`config.mk`:
```
export PLATFORM = sky130hd
export DESIGN_NAME = mem_stage
export DESIGN_NICKNAME = d
export VERILOG_FILES = /design/src/rtl/mem_stage_pkg.sv /design/src/rtl/load_align.sv /design/src/rtl/mem_stage.sv
export SDC_FILE = /design/constraint.sdc
export NUM_CORES = 1
export LEC_CHECK = 0
export BUFFER_PORTS_ARGS = -buffer_cell sky130_fd_sc_hd__buf_4
export CAP_MARGIN = 10
export CORE_AREA = 10 10 195 197
export CTS_CLUSTER_DIAMETER = 60
export CTS_CLUSTER_SIZE = 40
export DETAILED_ROUTE_END_ITERATION = 10
export DIE_AREA = 0 0 205 207
export GPL_ROUTABILITY_DRIVEN = 0
export HOLD_SLACK_MARGIN = 0.08
export PLACE_DENSITY_LB_ADDON = 0.05
export SYNTH_ARGS = -nofsm -noshare
export SYNTH_HDL_FRONTEND = slang
export SYNTH_HIERARCHICAL = 1
export SYNTH_SLANG_ARGS = --single-unit
```
`constraint.sdc`:
```
create_clock -name clk -period 6.6 [get_ports clk]
set_input_delay 0.66 -clock clk [delete_from_list [all_inputs] [get_ports clk]]
set_output_delay 0.66 -clock clk [all_outputs]
set_load 0.1 [all_outputs]
```
`src/rtl/mem_stage_pkg.sv`:
```
// mem_stage_pkg: shared widths, stall bit indices and the EX/MEM register layout
// for the memory-access stage.
package mem_stage_pkg;

    localparam int EX_INST_INFO = 195;
    localparam int MEM_TO_WB_WD = 180;
    localparam int MEM_TO_RF_WD = 104;
    localparam int HILO_WD      = 66;
    localparam int EXCEPT_WD    = 44;

    localparam int STALL_EX  = 3;
    localparam int STALL_MEM = 4;

    localparam logic [31:0] ZeroWord = 32'h0;

    // EX/MEM register, MSB first; matches the ex_to_mem_bus packing.
    typedef struct packed {
        logic [EXCEPT_WD-1:0] exceptinfo;
        logic [7:0]           mem_op;     // {lb, lbu, lh, lhu, lw, sb, sh, sw}
        logic [HILO_WD-1:0]   hilo_bus;
        logic [31:0]          pc;
        logic                 ram_en;
        logic                 ram_wen;
        logic [3:0]           ram_sel;
        logic                 sel_rf_res;
        logic                 rf_we;
        logic [4:0]           rf_waddr;
        logic [31:0]          ex_result;
    } ex_mem_t;

    function automatic logic is_load(input ex_mem_t inst);
        return (|inst.mem_op[7:3]) & inst.ram_en;
    endfunction

endpackage

```
`src/rtl/load_align.sv`:
```
// load_align: selects and extends the loaded byte/halfword from a 32-bit SRAM word.
// Ports:
//   mem_op  in  5   {lb, lbu, lh, lhu, lw}
//   addr    in  2   low address bits of the access
//   rdata   in  32  raw SRAM word
//   data    out 32  aligned, extended load result
module load_align (
    input  logic [4:0]  mem_op,
    input  logic [1:0]  addr,
    input  logic [31:0] rdata,
    output logic [31:0] data
);

    logic [7:0]  byte_sel;
    logic [15:0] half_sel;
    logic        unused_lw;

    // lw and the no-load case both pass the whole word through.
    assign unused_lw = mem_op[0];

    always_comb begin
        byte_sel = rdata[7:0];
        case (addr)
            2'd0: byte_sel = rdata[7:0];
            2'd1: byte_sel = rdata[15:8];
            2'd2: byte_sel = rdata[23:16];
            2'd3: byte_sel = rdata[31:24];
        endcase
        half_sel = addr[1] ? rdata[31:16] : rdata[15:0];

        data = rdata;
        if (mem_op[4])      data = {{24{byte_sel[7]}}, byte_sel};
        else if (mem_op[3]) data = {24'b0, byte_sel};
        else if (mem_op[2]) data = {{16{half_sel[15]}}, half_sel};
        else if (mem_op[1]) data = {16'b0, half_sel};
    end

endmodule

```
`src/rtl/mem_stage.sv`:
```
// mem_stage: MEM stage of the 5-stage pipeline. Owns the EX/MEM register, aligns
// load data and holds the one-cycle-valid SRAM read data across MEM stalls.
// Ports:
//   clk, rst         clock, async active-high reset
//   stall[5:0]       stall[3] = EX held, stall[4] = MEM held
//   flush            kill the instruction entering the register
//   ex_to_mem_bus    EX stage result bus
//   data_sram_rdata  SRAM read data, valid in the first MEM cycle of a load
//   mem_to_wb_bus    {exceptinfo, hilo_bus, pc, rf_we, rf_waddr, rf_wdata}
//   mem_to_rf_bus    {hilo_bus, rf_we, rf_waddr, rf_wdata} forwarding to ID
module mem_stage
    import mem_stage_pkg::*;
#(
    parameter int EX_WD  = EX_INST_INFO,
    parameter int WB_WD  = MEM_TO_WB_WD,
    parameter int FWD_WD = MEM_TO_RF_WD
) (
    input  logic              clk,
    input  logic              rst,
    input  logic [5:0]        stall,
    input  logic              flush,
    input  logic [EX_WD-1:0]  ex_to_mem_bus,
    input  logic [31:0]       data_sram_rdata,
    output logic [WB_WD-1:0]  mem_to_wb_bus,
    output logic [FWD_WD-1:0] mem_to_rf_bus
);

    localparam logic [1:0] IDLE  = 2'd0;
    localparam logic [1:0] FRESH = 2'd1;
    localparam logic [1:0] HELD  = 2'd2;

    ex_mem_t     ex_in;
    ex_mem_t     mem_d, mem_q;
    logic [1:0]  state_d, state_q;
    logic [31:0] hold_q;
    logic [31:0] rdata_src;
    logic [31:0] load_data;
    logic [31:0] rf_wdata;
    logic        rf_we_out;
    logic        entry_load;
    logic        reg_holds;
    logic        unused_bits;

    assign ex_in      = ex_mem_t'(ex_to_mem_bus);
    assign reg_holds  = stall[STALL_EX] & stall[STALL_MEM];
    assign entry_load = ~flush & ~stall[STALL_EX] & is_load(ex_in);

    // Pipeline register
    always_comb begin
        mem_d = mem_q;
        if (flush)                                        mem_d = '0;
        else if (stall[STALL_EX] && !stall[STALL_MEM])    mem_d = '0;
        else if (!stall[STALL_EX])                        mem_d = ex_in;
    end

    always_ff @(posedge clk or posedge rst) begin
        if (rst) mem_q <= '0;
        else     mem_q <= mem_d;
    end

    // Read-data hold FSM: state register
    always_ff @(posedge clk or posedge rst) begin
        if (rst) state_q <= IDLE;
        else     state_q <= state_d;
    end

    // Next state: when the register takes a new entry, a load means FRESH,
    // anything else (including a bubble) means IDLE.
    always_comb begin
        state_d = state_q;
        if (flush) begin
            state_d = IDLE;
        end else begin
            case (state_q)
                IDLE:    if (!reg_holds) state_d = entry_load ? FRESH : IDLE;
                FRESH,
                HELD:    state_d = stall[STALL_MEM] ? HELD : (entry_load ? FRESH : IDLE);
                default: state_d = IDLE;
            endcase
        end
    end

    // SRAM data is only valid in the FRESH cycle; keep it for the stall.
    always_ff @(posedge clk or posedge rst) begin
        if (rst) begin
            hold_q <= ZeroWord;
        end else if (state_q == FRESH && stall[STALL_MEM]) begin
            hold_q <= data_sram_rdata;
        end
    end

    // Output decode
    always_comb begin
        rdata_src = data_sram_rdata;
        if (state_q == HELD) rdata_src = hold_q;
    end

    load_align u_load_align (
        .mem_op (mem_q.mem_op[7:3]),
        .addr   (mem_q.ex_result[1:0]),
        .rdata  (rdata_src),
        .data   (load_data)
    );

    assign rf_wdata  = mem_q.sel_rf_res ? load_data : mem_q.ex_result;
    // A faulting instruction must never reach the register file.
    assign rf_we_out = mem_q.rf_we & (mem_q.exceptinfo[31:0] == ZeroWord);

    assign mem_to_wb_bus = {mem_q.exceptinfo, mem_q.hilo_bus, mem_q.pc,
                            rf_we_out, mem_q.rf_waddr, rf_wdata};
    assign mem_to_rf_bus = {mem_q.hilo_bus, rf_we_out, mem_q.rf_waddr, rf_wdata};

    assign unused_bits = ^{stall[5], stall[2:0], mem_q.ram_wen, mem_q.ram_sel,
                           mem_q.mem_op[2:0]};

endmodule

```
# Word-level counts from Yosys, hierarchy flattened
# Index checks and enable logic that the tools add are counted.
# classes
n_eq_ne	7
n_mux	16
bitwise_logic	7
n_reduce_logical	8
# ops
operator	n
$mux W195	3
$mux W32	6
$logic_not A32 Y1	1
$pmux W8 S4	1
$mux W16	1
$eq A2 B2 Y1 const B	3
$mux W2	3
$and A1 B1 Y1	5
$reduce_or A5 Y1	1
$eq A2 B1 Y1 const B	2
$logic_not A2 Y1	2
$pmux W2 S2	1
$ne A3 B1 Y1 const B	1
$ne A3 B3 Y1 const B	1
$logic_and A1 B1 Y1	2
$not A1 Y1	2
$reduce_or A2 Y1	1
$logic_not A1 Y1	1
$mux W1	1
# totals
reg_bits	223
input_bits	236
out_inout_bits	284
elab_cells	48

# Depth between registers and ports, before layout
# Gate-level depths: netlist (run 1).
# logic_depth
ltp_word	8
ltp_mapped	11
depth_no_buf	7

# By module
# The synthesis (run 1) kept the hierarchy.
# modules_own_cells
module	n_inst	cells_per_inst	area_per_inst_um2	seq_area_each_um2
mem_stage	1	838	10667.7	5505.3
load_align	1	125	797.0	0.0

# Least setup slack after synthesis (run 1)
# Ideal clock, no wire load.
# synth_path
path_type	flip-flop to output port
from	register state_q[0]
to	output port mem_to_wb_bus[20]
arrival_ns	2.780
required_ns	5.940
slack_ns	3.160
stages_incl_launch_ff	12
cell_sequence	dfrtp_1 inv_1 ha_1 clkbuf_1 buf_2 mux2_2 mux2_4 nand2_4 buf_4 nand3_1 mux2_2 buf_4
# synth_between
word_cells_on_any_way	9
cone_classes	eq/ne: 1; mux: 8
# synth_lines
item	line_no	source
start: declaration	mem_stage.sv:34	logic [1:0] state_d, state_q;
start signal: assignment	mem_stage.sv:64	else state_q <= state_d;
$eq A2 B2 Y1	mem_stage.sv:95	if (state_q == HELD) rdata_src = hold_q;
$mux W32	mem_stage.sv:95	
via rdata_src[7]	mem_stage.sv:36	logic [31:0] rdata_src;
$pmux W8 S4	load_align.sv:23	case (addr)
$mux W32	load_align.sv:32	if (mem_op[4]) data = {{24{byte_sel[7]}}, byte_sel};
via load_data[20]	mem_stage.sv:37	logic [31:0] load_data;
$mux W32	mem_stage.sv:105	assign rf_wdata = mem_q.sel_rf_res ? load_data : mem_q.ex_result;
end: declaration	mem_stage.sv:24	output logic [WB_WD-1:0] mem_to_wb_bus,
# The timed path passes the listed nets, and every way through them passes these cells.

# Worst setup path after layout (run 1)
# layout_path
from	register state_q[0]
to	output port mem_to_rf_bus[9]
# layout_between
word_cells_on_any_way	9
cone_classes	eq/ne: 1; mux: 8
# layout_lines
item	line_no	source
$eq A2 B2 Y1	mem_stage.sv:95	
$mux W32	mem_stage.sv:95	
via rdata_src[31]	mem_stage.sv:36	
$pmux W8 S4	load_align.sv:23	
$mux W32	load_align.sv:32	
via load_data[9]	mem_stage.sv:37	
$mux W32	mem_stage.sv:105	
end: declaration	mem_stage.sv:25	output logic [FWD_WD-1:0] mem_to_rf_bus
# The timed path passes the listed nets, and every way through them passes these cells.

==> results of run 1 <==
## final cells by class
type                            count  area (um^2)  share of cell area (%)
Tap cell                          455          569                    3.90
Antenna cell                        4         10.0                  0.0686
Clock buffer                       27          676                    4.63
Inverter                            4         18.8                   0.129
Timing Repair Buffer              514         3900                    26.7
Clock inverter                     23          288                    1.97
Sequential cell                   219         5480                    37.6
Multi-Input combinational cell    427         3640                    25.0
## power by group through the flow
stage | registers [uW] | logic (uW) | clock network (uW)
after floorplan | 1520 | 1090 | 0
after global placement | 1540 | 1300 | 0
after detailed placement | 1540 | 1300 | 0
after CTS | 1520 | 1310 | 1650
after global routing | 1530 | 1350 | 1710
final | 1520 | 1290 | 1600
## final timing paths
path                             from                 end  slack, ns  cells past startpoint
max                        state_q[0]    mem_to_rf_bus[9]       1.97                      9
min                               rst   mem_to_rf_bus[73]       0.25                      2
max reg2reg                state_q[1]           hold_q[9]       4.99                      5
min reg2reg                  mem_q[7]            mem_q[7]       0.50                      1
max in group asynchronous         rst  mem_to_wb_bus[145]       4.91                      3
min in group clk                flush          state_q[1]       0.32                      2
## worst register-to-register path, cell delays in order (launching register included)
cell     delay (ns)
dfrtp_1        0.39
inv_1          0.08
ha_1           0.17
nand2_1        0.05
buf_4          0.39
mux2_2         0.42
## per-stage QoR
stage / total power [uW] / cell area [um^2] / std cells
after floorplan: 2610 / 11400 / 961
after global placement: 2840 / 13600 / 1619
after detailed placement: 2850 / 13600 / 1619
after CTS: 4480 / 14600 / 1669
after global routing: 4590 / 14600 / 1671
final: 4410 / 14600 / 1673
## flip-flops by register name, summed over array words and instances, names as in the netlist
| register | count |
|---|---|
| state_q | 2 |
| hold_q | 32 |
| mem_q | 38 |
| mem_to_rf_bus | 71 |
| mem_to_wb_bus | 76 |
## layout by cell type, fill, tap and decap left out, types with 6 or more instances in the layout
cell type,instances
a22o_1,185
a31oi_1,8
buf_4,511
clkbuf_16,27
clkinv_2,8
dfrtp_1,219
mux2_2,108
nand2_1,34
nand3_1,16
nor2_1,12
nor4_1,6
o21ai_0,17
o22ai_1,8
## layer usage
| metal | global-route usage (%) | vias to the layer above | wire length [um] |
|---|---|---|---|
| met5 | 0 | - | 54 |
| met4 | 4.22 | 8 | 755 |
| met3 | 6.40 | 46 | 3870 |
| met2 | 30.4 | 319 | 20000 |
| met1 | 21.7 | 4037 | 16000 |
| li1 | - | 3692 | - |
==> metrics.cfg, run 1 <==
[detailed_routing]
drtPass1Iterations = 4
first_iter_violations = 484
finalWirelength_um = 40700
avgRoutedWirePerCell_um = 24.3
routed_via_density = 4.84
ant_nets = 0
vias = 8102
post-route-drc-count = 0

[floorplan]
io_pins = 520
start_util_pct = 33.5
die_h_um = 207
dieArea_um2 = 42400
die_x_um = 205
row_count = 68
core_um2 = 34100

[power_and_ir_drop]
p_sw_share_pct = 37.6
peakVddDrop_mv = 0.179
power_frac_clock_pct = 36.2
power_density_nw_per_um2 = 302
internal_power_uw = 2750
p_sw_uw = 1660
p_leak_uw = 0.00751
pwr-share-seq_pct = 34.5
combPwrFrac_pct = 29.3

[logic_synthesis]
syn_inst = 961
syn_avg_cell_area_um2 = 11.9
synth_nets = 1201
synthesis.area_um2 = 11400
yosys_warnings = 6

[clock_network]
insertion_delay_ns = 0.54
cts_setup_buffers = 0
cts_resized = 0
clk_pin_slew_worst_paths_ns = 0.07
cts_tree = yes
ctsHoldBuffers = 0
h-tree-depth = 1
cts_buffer_depth = 3
numCtsBuffers = 27
cts_num_sinks = 219
cts_root_buffer = clkbuf_16

[sta]
fin_skew_ns = 0.00544
slew_headroom_pct = 26.9
setup_viol = 0
hold_slack_ns = 0.246
fmax_mhz = 216
tightest_slew_ns = 1.09
hold_viol = 0
min_period_ns = 4.63
slew_violations = 0
tns_ns = 0
setup_ws_ns = 1.97
min_period_over_period_pct = 70.1
rsz0062_at_grt = false

[critical_path]
crit_fanout = 17
cpLargestDelayFamily = multiplexers
crit_path_start_kind = flip-flop
worstPathRequired_ns = 5.94
crit_path_end_kind = primary output
cpPeakStageDelay_ns = 0.70
path_buf_inv = 3
worstPathArrival_ns = 3.97
crit_type = flip-flop to primary output
cp_slowest_cell = ha_1
crit_path_cell_trace = inv_1 > ha_1 > buf_4 > mux2_2 > mux2_4 > a22oi_4 > o21ai_0 > mux2_2 > buf_4

[flow_run]
maxCapViolations = 0

[min_path]
hold_class = input pin to async pin

[placed_design]
dp_slack_ns = 2.44
hpwlAfterDp_um = 30400
port_buffers = 507

[finish]
fill_cells = 3338
area_growth_pct = 27.6
drive_gt1_share_pct = 56.3
fin_util_pct = 42.7
nets = 1433

[outcome]
status = complete, no violations

[global_routing]
first_global_vias = 8580
antenna_found_initial = 6
grt_pass1_wl_um = 59700
grt_max_degree = 172
grt_usage_pct = 18.1
grt_overflow_total = 0

Power figures use the tool's default switching activity.
==> run 2, diff against run 1 <==
Clock period 6.6 ns to 4.6 ns, I/O delays scaled along.
==> metrics.cfg, run 2 (synthesis results as in run 1) <==
[detailed_routing]
finalWirelength_um = 40600  ; -0.19%
first_iter_violations = 509  ; +5.2%
avgRoutedWirePerCell_um = 24.3  ; about the same
routed_via_density = 4.82  ; -0.50%
ant_nets = 0  ; unchanged
drtPass1Iterations = 5  ; +1
vias = 8052  ; -0.62%
post-route-drc-count = 0  ; unchanged

[power_and_ir_drop]
combPwrFrac_pct = 29.3  ; about the same
pwr-share-seq_pct = 34.5  ; about the same
p_sw_uw = 2380  ; +44%
p_leak_uw = 0.00751  ; about the same
p_sw_share_pct = 37.7  ; +0.13 points
peakVddDrop_mv = 0.255  ; +42%
power_frac_clock_pct = 36.2  ; about the same
p_total_uw = 6320  ; +43%
internal_power_uw = 3940  ; +43%
power_density_nw_per_um2 = 433  ; +43%

[floorplan]
dieArea_um2 = 42400  ; unchanged
die_h_um = 207  ; unchanged
row_count = 68  ; unchanged
die_x_um = 205  ; unchanged
io_pins = 520  ; unchanged
core_um2 = 34100  ; unchanged
start_util_pct = 33.5  ; unchanged

[global_routing]
antenna_found_initial = 6  ; unchanged
grt_overflow_total = 0  ; unchanged
grt_max_degree = 147  ; -15%
grt_usage_pct = 18.2  ; +0.025 points
grt_pass1_wl_um = 59800  ; +0.13%
first_global_vias = 8591  ; +0.13%

[sta]
min_period_ns = 3.92
tns_ns = 0  ; unchanged
fmax_mhz = 255
min_period_over_period_pct = 85.1
slew_headroom_pct = 33.0  ; +6.1 points
slew_violations = 0  ; unchanged
rsz0062_at_grt = false
setup_viol = 0  ; unchanged
fin_skew_ns = 0.0124  ; +0.00692 ns
hold_viol = 0  ; unchanged
hold_slack_ns = 0.118  ; -0.128 ns
tightest_slew_ns = 1.00  ; -0.0916 ns

[min_path]
hold_class = input pin to async pin

[critical_path]
worstPathArrival_ns = 3.46  ; -0.51 ns
crit_path_cell_trace = inv_1 > ha_1 > buf_4 > mux2_1 > mux2_2 > o22ai_1 > a31oi_1 > mux2_2 > buf_4
worstPathRequired_ns = 4.14  ; -1.80 ns
crit_fanout = 16  ; -1
crit_path_start_kind = flip-flop
cp_slowest_cell = ha_1
cpPeakStageDelay_ns = 0.53  ; -0.17 ns
crit_type = flip-flop to primary output
cpLargestDelayFamily = multiplexers
crit_path_end_kind = primary output
path_buf_inv = 3  ; unchanged

[clock_network]
numCtsBuffers = 27  ; unchanged
cts_setup_buffers = 0  ; unchanged
cts_buffer_depth = 3  ; unchanged
ctsHoldBuffers = 0  ; unchanged
cts_num_sinks = 219  ; unchanged
clk_pin_slew_worst_paths_ns = 0.06  ; about the same
cts_tree = yes
insertion_delay_ns = 0.53  ; about the same
cts_resized = 0  ; unchanged
h-tree-depth = 1  ; unchanged
cts_root_buffer = clkbuf_16

[finish]
nets = 1435  ; +0.14%
area_growth_pct = 27.8
final_common_cell = buf_4
drive_gt1_share_pct = 56.2  ; -0.082 points
final_area_um2 = 14600  ; +0.18%
largest_reg_flops = 76  ; unchanged
fin_util_pct = 42.8  ; +0.077 points
layout_common_cells = buf_4, dfrtp_1, a22o_1, mux2_2, nand2_1

[placed_design]
hpwlAfterDp_um = 30700  ; +0.81%
place_area_um2 = 13600  ; +0.20%
port_buffers = 507  ; unchanged

[flow_run]
maxCapViolations = 0  ; unchanged

[outcome]
status = complete, no violations

## run 2: cell count changes in the layout (fill, tap and decap cells not counted), moves of 2 or more
cell	previous run	this run
clkinv_2	8	1
clkbuf_8	0	2
diode_2	4	2
inv_8	2	4
## run 2: area by class of cell
class                      count  area, um^2
multi-input combinational    427        3640
clock buffer                  30         707
clock inverter                18         260
timing repair buffer         516        3920
tap                          455         569
antenna                        2        5.00
inverter                       4        18.8
fill                        3267       19500
sequential                   219        5480
## run 2: worst paths after layout
kind	slack [ns]	from	cells after the start	end
hold reg to reg	0.50	hold_q[0]	1	hold_q[0]
hold / removal	0.12	rst	3	mem_q[21]
min in group clk	0.12	flush	2	state_q[1]
max in group asynchronous	3.90	rst	3	mem_to_wb_bus[145]
setup / recovery	0.68	state_q[0]	9	mem_to_rf_bus[5]
setup reg to reg	2.96	state_q[1]	5	hold_q[29]
## run 2: power by group through the flow
stage                     clock [uW]  combinational [uW]  sequential [uW]
after detailed placement           0                1870             2220
after global routing            2450                1930             2200
after CTS                       2370                1880             2180
after floorplan                    0                1560             2180
final                           2290                1860             2180
after global placement             0                1870             2210
## run 2: per-layer routing
layer  wire length [um]  vias up  track usage, %
met5                 74        -               0
li1                   -     3684               -
met3               3990       37            6.84
met2              20300      307            31.0
met4                403        8            3.31
met1              15800     4016            21.4
## run 2: tightest hold or removal path: cells and delay by family
kind	cells	cell delay, ns
buffers and inverters	3	0.63
## run 2: metrics by stage
stage	cells	setup slack [ns]
final	1671	0.684
after detailed placement	1621	1.17
after floorplan	961	1.29
after global placement	1621	1.17
after global routing	1671	0.426
after CTS	1669	0.609
==> run 3, diff against run 2 <==
Settings changed: CORE_AREA 10 10 195 197 to 10 10 197 199, DIE_AREA 0 0 205 207 to 0 0 207 209.
==> metrics.cfg, run 3 (synthesis results as in run 1) <==
[power_and_ir_drop]
p_leak_uw = 0.00755  ; +0.54%
peakVddDrop_mv = 0.239  ; -6.3%
power_density_nw_per_um2 = 438  ; +1.2%
p_total_uw = 6440  ; +1.8%

[finish]
final_common_cell = buf_4
fin_cells = 1681  ; +0.60%
drive_gt1_share_pct = 56.2  ; about the same
area_growth_pct = 28.5
fin_util_pct = 41.9  ; -0.92 points
final_area_um2 = 14700  ; +0.53%
layout_common_cells = buf_4, dfrtp_1, a22o_1, mux2_2, nand2_1
nets = 1438  ; +0.21%
diodes = 0  ; -2
largest_reg_flops = 76  ; unchanged

[clock_network]
cts_setup_buffers = 0  ; unchanged
numCtsBuffers = 28  ; +3.7%
insertion_delay_ns = 0.54  ; about the same
cts_tree = yes
h-tree-depth = 1  ; unchanged
cts_root_buffer = clkbuf_16
clk_pin_slew_worst_paths_ns = 0.06  ; about the same
cts_num_sinks = 219  ; unchanged
cts_buffer_depth = 3  ; unchanged
cts_resized = 0  ; unchanged

[detailed_routing]
ant_nets = 0  ; unchanged
drtPass1Iterations = 4  ; -1
finalWirelength_um = 40800  ; +0.41%
vias = 8037  ; -0.19%
post-route-drc-count = 0  ; unchanged
routed_via_density = 4.78  ; -0.78%
first_iter_violations = 417  ; -18%
avgRoutedWirePerCell_um = 24.3  ; -0.19%

[sta]
slew_headroom_pct = 28.8  ; -4.3 points
hold_viol = 0  ; unchanged
fin_skew_ns = 0.00574  ; -0.00662 ns
min_period_ns = 3.94  ; +0.0265 ns
setup_viol = 0  ; unchanged
tns_ns = 0  ; unchanged
fmax_mhz = 254  ; -0.67%
slew_violations = 0  ; unchanged
rsz0062_at_grt = false
min_period_over_period_pct = 85.7  ; +0.58 points
tightest_slew_ns = 1.06  ; +0.0599 ns

[placed_design]
place_area_um2 = 13600  ; about the same
hpwlAfterDp_um = 30400  ; -0.96%
port_buffers = 507  ; unchanged
placed_cells = 1628  ; +0.43%

[global_routing]
grt_usage_pct = 17.9  ; -0.21 points
grt_max_degree = 151  ; +2.7%
grt_overflow_total = 0  ; unchanged
grt_pass1_wl_um = 60800  ; +1.8%
antenna_found_initial = 4  ; -2
first_global_vias = 8737  ; +1.7%

[floorplan]
dieArea_um2 = 43300  ; +2.0%
start_util_pct = 32.6  ; -0.89 points
core_um2 = 35100  ; +2.7%
io_pins = 520  ; unchanged
row_count = 69  ; +1.5%
die_x_um = 207  ; +0.98%
die_h_um = 209  ; +0.97%

[critical_path]
cp_slowest_cell = ha_1
reg2regPathDepth = 5  ; unchanged
crit_path_end_kind = primary output
crit_path_cell_trace = inv_1 > ha_1 > buf_4 > mux2_2 > mux2_2 > o22ai_1 > a31oi_1 > mux2_2 > buf_4
crit_path_start_kind = flip-flop
rr_endpoint = hold_q[27]
worstPathRequired_ns = 4.14  ; about the same
crit_type = flip-flop to primary output
crit_top_cell = mux2_2
worstPathArrival_ns = 3.48  ; +0.02 ns
crit_fanout = 18  ; +2
cpPeakStageDelay_ns = 0.47  ; -0.06 ns
rr_startpoint = state_q[1]
r2r_slack_ns = 2.94  ; -0.02 ns
setup.worst_path.end = mem_to_rf_bus[5]
critical_path.startpoint = state_q[0]

[min_path]
hold_class = input pin to flip-flop
hp-start = flush

[flow_run]
maxCapViolations = 0  ; unchanged

[outcome]
status = complete, no violations

==> run 3: worst max-delay path, delay by kind of cell (launching register included) <==
family,cells,cell delay [ns]
DFF,1,0.42
adders and majority gates,1,0.47
AOI/OAI and AO/OA,2,0.28
muxes,3,1.07
buffers and inverters,3,0.71
==> run 3: area by class of cell <==
| type | instances | area (um^2) |
|---|---|---|
| timing repair buffer | 518 | 3930 |
| multi-input combinational | 427 | 3640 |
| inverter | 4 | 18.8 |
| clock buffer | 36 | 802 |
| fill | 3451 | 20400 |
| tap | 461 | 577 |
| clock inverter | 16 | 235 |
| sequential | 219 | 5480 |
==> run 3: stage by stage <==
stage	hold WS, ns	setup WS [ns]
2_1_floorplan	0.465	1.29
3_3_place_gp	0.470	1.21
3_5_place_dp	0.465	1.19
4_1_cts	0.0807	0.570
5_1_grt	0.101	0.465
6_report	0.112	0.657
==> run 3: repair_timing <==
| item | in CTS | in global routing |
|---|---|---|
| setup endpoints to repair | 0 | 0 |
| hold buffers | 1 | 0 |
| endpoints found under the hold margin | 13 | 0 |
==> run 3: worst min path at each step <==
| stage | slack, ns | to | depth (start not counted) |
|---|---|---|---|
| final | 0.11 | state_q[1] | 2 |
| after global routing | 0.10 | mem_to_wb_bus[41] | 2 |
| after CTS | 0.08 | state_q[1] | 2 |
| after detailed placement | 0.47 | mem_to_rf_bus[69] | 2 |
| after global placement | 0.47 | mem_to_rf_bus[74] | 2 |
| after floorplan | 0.46 | mem_q[37] | 1 |
==> run 3: power breakdown <==
part           switching (uW)  internal [uW]
registers                98.2           2080
logic                    1370            489
clock network             960           1440
total                    2430           4010
==> run 3: routing by layer <==
layer / routed length, um / track usage [%] / vias up / part of all wire (%)
li1: - / - / 3690 / -
met1: 16400 / 21.2 / 3996 / 40
met2: 20500 / 31.1 / 305 / 50
met3: 3370 / 6.34 / 38 / 8.3
met4: 482 / 3.07 / 8 / 1.2
met5: 55 / 0 / - / 0.13
